## src/rtl/exp5_pkg.sv

```systemverilog
// Shared definitions for the memory-game playback datapath: state codes,
// one-hot move encoding and sizing helpers.
package exp5_pkg;

    localparam int ADDR_W_DEF = 4;

    localparam logic [2:0] ST_INICIAL = 3'd0;
    localparam logic [2:0] ST_PREPARA = 3'd1;
    localparam logic [2:0] ST_ACENDE  = 3'd2;
    localparam logic [2:0] ST_APAGA   = 3'd3;
    localparam logic [2:0] ST_PROXIMO = 3'd4;
    localparam logic [2:0] ST_FIM     = 3'd5;

    typedef enum logic [2:0] {
        INICIAL = ST_INICIAL,
        PREPARA = ST_PREPARA,
        ACENDE  = ST_ACENDE,
        APAGA   = ST_APAGA,
        PROXIMO = ST_PROXIMO,
        FIM     = ST_FIM
    } estado_t;

    localparam logic [3:0] MOVE_0 = 4'b0001;
    localparam logic [3:0] MOVE_1 = 4'b0010;
    localparam logic [3:0] MOVE_2 = 4'b0100;
    localparam logic [3:0] MOVE_3 = 4'b1000;

    // A one-cycle timer still needs a 1-bit counter.
    function automatic int tam_cont(input int m);
        return (m > 1) ? $clog2(m) : 1;
    endfunction

endpackage

```

## src/rtl/exp5_temporizador.sv

```systemverilog
// Up-counting interval timer; fim flags the last cycle of an M-cycle interval.
module exp5_temporizador
    import exp5_pkg::*;
#(
    parameter int M = 500
) (
    input  logic clock,
    input  logic reset,
    input  logic zera,
    input  logic conta,
    output logic fim
);

    localparam int W = tam_cont(M);

    logic [W-1:0] cont_q;
    logic [W-1:0] cont_d;

    always_comb begin
        cont_d = cont_q;
        if (zera) begin
            cont_d = '0;
        end else if (conta) begin
            cont_d = cont_q + 1'b1;
        end
    end

    always_ff @(posedge clock or posedge reset) begin
        if (reset) begin
            cont_q <= '0;
        end else begin
            cont_q <= cont_d;
        end
    end

    assign fim = (cont_q == W'(M - 1));

endmodule

```

## src/rtl/exp5_exibe_sequencia.sv

```systemverilog
// Memory-game playback: shows stored moves 0..limite on the LEDs, each lit
// for T_ON cycles then dark for T_OFF cycles, and raises pronto when done.
module exp5_exibe_sequencia
    import exp5_pkg::*;
#(
    parameter int ADDR_W = ADDR_W_DEF,
    parameter int T_ON   = 500,
    parameter int T_OFF  = 250
) (
    input  logic              clock,
    input  logic              reset,
    input  logic              iniciar,
    input  logic [ADDR_W-1:0] limite,
    input  logic [3:0]        dado,
    output logic [ADDR_W-1:0] endereco,
    output logic [3:0]        leds,
    output logic              exibindo,
    output logic              pronto,
    output logic [2:0]        db_estado
);

    estado_t           estado_q, estado_d;
    logic [ADDR_W-1:0] end_q, end_d;
    logic [ADDR_W-1:0] limite_r_q, limite_r_d;
    logic              zera_on, conta_on, fim_on;
    logic              zera_off, conta_off, fim_off;

    exp5_temporizador #(.M(T_ON)) u_tmr_on (
        .clock (clock),
        .reset (reset),
        .zera  (zera_on),
        .conta (conta_on),
        .fim   (fim_on)
    );

    exp5_temporizador #(.M(T_OFF)) u_tmr_off (
        .clock (clock),
        .reset (reset),
        .zera  (zera_off),
        .conta (conta_off),
        .fim   (fim_off)
    );

    always_comb begin
        estado_d   = estado_q;
        end_d      = end_q;
        limite_r_d = limite_r_q;
        zera_on    = 1'b0;
        conta_on   = 1'b0;
        zera_off   = 1'b0;
        conta_off  = 1'b0;
        case (estado_q)
            INICIAL: if (iniciar) estado_d = PREPARA;
            PREPARA: begin
                end_d      = '0;
                limite_r_d = limite;
                zera_on    = 1'b1;
                zera_off   = 1'b1;
                estado_d   = ACENDE;
            end
            ACENDE: begin
                // Off-timer is held clear while lit so apaga starts from zero.
                conta_on = 1'b1;
                zera_off = 1'b1;
                if (fim_on) estado_d = APAGA;
            end
            APAGA: begin
                conta_off = 1'b1;
                if (fim_off) estado_d = (end_q == limite_r_q) ? FIM : PROXIMO;
            end
            PROXIMO: begin
                end_d    = end_q + 1'b1;
                zera_on  = 1'b1;
                estado_d = ACENDE;
            end
            FIM:     if (iniciar) estado_d = PREPARA;
            default: estado_d = INICIAL;
        endcase
    end

    always_ff @(posedge clock or posedge reset) begin
        if (reset) begin
            estado_q   <= INICIAL;
            end_q      <= '0;
            limite_r_q <= '0;
        end else begin
            estado_q   <= estado_d;
            end_q      <= end_d;
            limite_r_q <= limite_r_d;
        end
    end

    assign endereco  = end_q;
    assign leds      = (estado_q == ACENDE) ? dado : 4'b0000;
    assign exibindo  = (estado_q == PREPARA) || (estado_q == ACENDE) ||
                       (estado_q == APAGA)   || (estado_q == PROXIMO);
    assign pronto    = (estado_q == FIM);
    assign db_estado = estado_q;

endmodule

```

## config.mk

```make
export PLATFORM = sky130hd
export DESIGN_NAME = exp5_exibe_sequencia
export DESIGN_NICKNAME = d
export VERILOG_FILES = /design/src/rtl/exp5_pkg.sv /design/src/rtl/exp5_temporizador.sv /design/src/rtl/exp5_exibe_sequencia.sv
export SDC_FILE = /design/constraint.sdc
export NUM_CORES = 1
export LEC_CHECK = 0
export ABC_AREA = 1
export CAP_MARGIN = 20
export CORE_MARGIN = 3
export CORE_UTILIZATION = 54
export CTS_CLUSTER_DIAMETER = 100
export CTS_CLUSTER_SIZE = 30
export DETAILED_ROUTE_END_ITERATION = 7
export PLACE_DENSITY = 0.79
export SLEW_MARGIN = 0
export SYNTH_ARGS = -nofsm -noshare
export SYNTH_HDL_FRONTEND = slang
export SYNTH_SLANG_ARGS = --single-unit
export TNS_END_PERCENT = 50
```

## constraint.sdc

```tcl
create_clock -name clock -period 1.5 [get_ports clock]
set_clock_uncertainty 0.05 [all_clocks]
set_input_delay 0.225 -clock clock [delete_from_list [all_inputs] [get_ports clock]]
set_output_delay 0.225 -clock clock [all_outputs]
set_load 0.03 [all_outputs]
```

==> impl_metrics.ini, run 1 <==
[clock_tree]
insertion_delay_ns = 0.34
cts.sink_count = 28
cts_tree = yes
numCtsBuffers = 3
htreeDepth = 1
clkSlewWorstSetupHoldPaths_ns = 0.16
root_buffer = clkbuf_4
cts_buffer_depth = 2

[synthesis]
yosysTopAreaCell = dfrtp_1
syn_avg_cell_area_um2 = 8.078
synth_edf_count = 0
syn_inst = 204
synth-warning-count = 0
synth_area_leaders = dfrtp_1 (43%), nand2_1 (12%), inv_1 (5.7%)
ys_async_sr_fraction = 1.000
synth_cell_type_count = 29
synth_most_common_cell = nand2_1
synth_common_cells = nand2_1 (53), dfrtp_1 (28), inv_1 (25)
ys_ff_latch = 28
ys.flop_type = dfrtp_1
syn_area_um2 = 1648
seq_area_frac_synth = 0.4252
synthesis.nets = 219
yosys.area.top_type_share = 0.4252

[routing]
wirelength_mm = 3.968
drt_iter0_drc = 112
via_per_inst = 5.318
vias = 1473
avgRoutedWirePerCell_um = 14.32
antenna_left = 0
drc = 0
drt-pass1-iter-count = 4

[sta]
period_minus_slack_ns = 1.622
finalSetupViolCount = 7
grt_setup_unrepaired = yes
slew_headroom = 0.7663
max_clock_freq_mhz = 616.6
finalHoldViolations = 0
tightest_slew_ns = 0.3502
min_period_over_period = 1.081
final_max_slew_viol_count = 0
setup_ws_ns = -0.1217

[pwr]
irDropWorstVdd_mv = 0.8181
cellPowerDensity_nw_per_um2 = 1748
power.total_uw = 3751
p_leak_uw = 0.001007

[final_layout]
fin_util = 0.7585
seq_area_um2 = 705.7
multi_input_area_um2 = 857.1
n_antenna_cell = 0
nets = 262
finalNonFillerCells = 277
syn_to_final_growth_pct = 30.22
fill_cells = 206
final_layout_size_suffix_gt1_frac = 0.3333

[die]
start_util = 0.5825
die-height_um = 61.24
pin_count = 24
die_w_um = 61.24
rows = 19
dieArea_um2 = 3750
core_um2 = 2829

[worst_setup_path]
crit_type = reg -> out
r2r_setup_slack_ns = 0.04
cp.required_ns = 1.22
endpoint_kind = output port
cp-start-kind = flip-flop
crit_arrival_ns = 1.35
critical_path.max_fanout = 5

[global_route]
track_usage = 0.2450
grt_pass1_wl_mm = 6.693
grt_pass1_vias = 1536
grt_max_degree = 22
gr-total-overflow = 0
grt_antenna_before_repair = 0

[placed_design]
port_buffers = 23
dp_cells = 261
dp_hpwl_mm = 2.698
gp_congestion = 0.8026

[min_path]
hold_path_class = in -> async

[status]
violations = setup timing
status = finished, violations left

[run]
maxCapViolations = 0
[cell families after synthesis]
| group | count (synthesis) | synth area share |
|---|---|---|
| XOR/XNOR | 3 | 0.01595 |
| AND/OR/NAND/NOR | 99 | 0.3052 |
| adder cells (fa/ha/maj) | 4 | 0.03037 |
| flip-flops | 28 | 0.4252 |
| AO/OA/AOI/OAI | 36 | 0.1397 |
| buffers and inverters | 34 | 0.08352 |
[what timing repair did]
item | 4_1_cts | 5_1_grt
hold buffers | 0 | 0
setup endpoints to repair | 12 | 15
pin swaps | 3 | 6
resized for setup | 25 | 17
buffers inserted | 11 | 1
[worst max-delay path, stage by stage (launching register included)]
cell and delay, ns:
dfrtp_2 0.46, inv_4 0.11, nand3_4 0.14, nor2_1 0.12
buf_4 0.17
[path summary, 6_finish.rpt]
path	cells after the start	startpoint	end
hold reg to reg	1	u_tmr_on.cont_q[0]	u_tmr_on.cont_q[0]
setup / recovery	4	db_estado[2]	leds[3]
max in group asynchronous	3	reset	u_tmr_on.cont_q[0]
hold / removal	2	reset	u_tmr_on.cont_q[2]
setup reg to reg	7	db_estado[2]	u_tmr_on.cont_q[8]
min in group clock	3	limite[3]	limite_r_q[3]
[layout make-up]
type                            instances  area share
Clock buffer                            3     0.01050
Clock inverter                          1     0.01399
Inverter                               34     0.06531
Multi-Input combinational cell        142      0.3994
Sequential cell                        28      0.3289
Tap cell                               31     0.01808
Timing Repair Buffer                   38      0.1638
[sequential cells by signal, indices dropped and copies added, names as in the netlist]
name              cells
db_estado             3
u_tmr_on.cont_q       9
endereco              4
limite_r_q            4
u_tmr_off.cont_q      8
[report_power, final]
group / switching, µW / internal [µW]
Clock: 245 / 271
Combinational: 1320 / 840
Sequential: 153 / 922
Total: 1720 / 2030
[through the flow]
stage	instance area (µm²)	TNS, ns	hold WS (ns)	worst slack (ns)
2_1_floorplan	1648	-0.3387	0.2404	-0.08468
3_3_place_gp	1934	0	0.4305	0.1130
3_5_place_dp	1934	0	0.4475	0.07946
4_1_cts	2125	-0.6277	0.08651	-0.1420
5_1_grt	2146	-1.182	0.07668	-0.1811
6_report	2146	-0.6314	0.07486	-0.1217
[routing by layer]
metal,GRT usage,share of wire
met1,0.3053,0.42
met2,0.4215,0.51
met3,0.02516,0.045
met4,0.1207,0.025
met5,0,0
[cells in the final DEF, fill, tap and decap left out, types with 4 or more instances in the layout]
cell             instances
a21oi_1                  7
buf_4                   15
buf_6                    5
clkbuf_2                 4
clkdlybuf4s50_1         10
dfrtp_1                 24
dfrtp_2                  4
inv_1                   24
inv_2                    5
inv_4                    5
nand2_1                 52
nand2_2                  6
nand3_1                  8
nor2_1                  12
nor2_2                   4
nor2_4                   6
o21ai_0                 12
o21ai_2                  5
Power figures use the tool's default switching activity.
==> run 2: changes to the inputs <==
CORE_UTILIZATION = 45   (was 54)
PLACE_DENSITY = 0.68   (was 0.79)
==> run 2 against run 1 <==
Compared with the run above: the flow still finishes with violations (setup timing); die area increased by 18%; combinational power decreased by 5%; highest routed layer unchanged; register-to-register slack improved by 0.02 ns; clock power increased by 17%; maximum frequency increased by 6.3%; non-clock buffer count increased by 5; critical path type unchanged; utilization decreased by 13 points; final cell count increased by 7.2%.
==> impl_metrics.ini, run 2 (same netlist as run 1, synthesis figures left out) <==
[sta]
finalSetupViolCount = 5
min_period_over_period = 1.017
tightest_slew_ns = 0.3724
grt_setup_unrepaired = yes
setup_ws_ns = -0.02560
slew_headroom = 0.7517
max_clock_freq_mhz = 655.5
finalHoldViolations = 0
final_max_slew_viol_count = 0
period_minus_slack_ns = 1.526

[final_layout]
syn_to_final_growth_pct = 32.04
nets = 267
seq_area_um2 = 703.2
fill_cells = 297
finalNonFillerCells = 297
largestRegisters = u_tmr_on.cont_q x9, u_tmr_off.cont_q x8
final_layout_size_suffix_gt1_frac = 0.3028
multi_input_area_um2 = 839.6
regMostFlops = u_tmr_on.cont_q
fin_util = 0.6321
stdcell_area_um2 = 2176
largest_register_ff_count = 9
layout_common_cells = nand2_1 (52), dfrtp_1 (26), inv_1 (24), buf_4 (24), nor2_1 (14)
layout_commonest_cell = nand2_1
n_antenna_cell = 0

[pwr]
p_leak_uw = 0.001045
cellPowerDensity_nw_per_um2 = 1704
irDropWorstVdd_mv = 0.6063

[global_route]
gr-total-overflow = 0
track_usage = 0.1703
grt_max_degree = 29
grt_pass1_wl_mm = 5.637
grt_pass1_vias = 1249
grt_antenna_before_repair = 0

[routing]
antenna_left = 0
drt_iter0_drc = 64
wirelength_mm = 3.439
via_per_inst = 4.707
vias = 1398
avgRoutedWirePerCell_um = 11.58
drc = 0
drt-pass1-iter-count = 6

[worst_setup_path]
critical_path.max_fanout = 4
crit_arrival_ns = 1.25
endpoint_kind = output port
cp-start-kind = flip-flop
crit_type = reg -> out
cp.required_ns = 1.22

[clock_tree]
insertion_delay_ns = 0.28
cts_hold_buf = 0
htreeDepth = 1
root_buffer = clkbuf_8
clkSlewWorstSetupHoldPaths_ns = 0.10
cts.sink_count = 28
cts_tree = yes
cts_buffer_depth = 2
numCtsBuffers = 3

[placed_design]
dpl_cell_area_um2 = 1971
dp_cells = 280
gp_congestion = 0.7960
port_buffers = 23
dp_hpwl_mm = 2.428

[status]
status = finished, violations left
violations = setup timing

[die]
pin_count = 24
die-height_um = 66.52
core_um2 = 3442
dieArea_um2 = 4424
rows = 21
start_util = 0.4787
die_w_um = 66.52

[run]
maxCapViolations = 0

[min_path]
hold_path_class = in -> async
-- run 2: where the power goes --
group | total, µW | switching [µW] | leakage (µW) | internal, µW
Sequential | 1050 | 135 | 0.000374 | 919
Clock | 601 | 243 | 0.0000357 | 358
Combinational | 2050 | 1230 | 0.000635 | 820
Total | 3710 | 1610 | 0.00104 | 2100
-- run 2: layout make-up --
class                      instances  share of cell area
clock buffer                       3             0.01898
clock inverter                     1             0.01380
inverter                          34             0.06325
multi-input combinational        142              0.3859
sequential                        28              0.3232
tap                               46             0.02645
timing repair buffer              43              0.1685
-- run 2: routing by layer --
metal | part of all wire | track usage | vias up | routed length [µm]
met2 | 0.44 | 0.2392 | 19 | 1525
met3 | 0.025 | 0.02698 | 8 | 86
met5 | 0 | 0 | - | 0
met1 | 0.50 | 0.2417 | 628 | 1735
li1 | - | - | 743 | -
met4 | 0.027 | 0.1066 | 0 | 92
-- run 2: final timing paths --
kind / slack [ns] / startpoint / depth (start not counted) / end
max: -0.03 / db_estado[1] / 6 / exibindo
min: 0.27 / reset / 3 / db_estado[2]
max reg2reg: 0.06 / db_estado[0] / 7 / u_tmr_on.cont_q[3]
min reg2reg: 0.47 / limite_r_q[3] / 2 / limite_r_q[3]
max in group asynchronous: 0.85 / reset / 3 / db_estado[0]
min in group clock: 0.42 / limite[3] / 3 / limite_r_q[3]
-- run 2: what timing repair did --
item / in CTS / in global routing
gates cloned: 0 / 0
pin swaps: 0 / 3
buffers inserted: 0 / 13
resized for setup: 8 / 12
endpoints found under the setup margin: 12 / 7
-- run 2: critical path, cell delays in order (launching register included) --
cell and delay, ns:
dfrtp_2 0.46, inv_2 0.09, nand2_4 0.06, nor2_4 0.14, inv_4 0.05, nand2_2 0.05
buf_6 0.12
-- run 2: metrics by stage --
| step | hold slack (ns) | power, µW | setup TNS [ns] | setup slack (ns) |
|---|---|---|---|---|
| after floorplan | 0.2404 | 2332 | -0.3387 | -0.08468 |
| after global placement | 0.4344 | 2847 | 0 | 0.1189 |
| after detailed placement | 0.4424 | 2860 | 0 | 0.09602 |
| after CTS | 0.2677 | 3447 | -0.4971 | -0.1273 |
| after global routing | 0.3020 | 3993 | -0.4754 | -0.09008 |
| final | 0.2665 | 3707 | -0.07403 | -0.02560 |
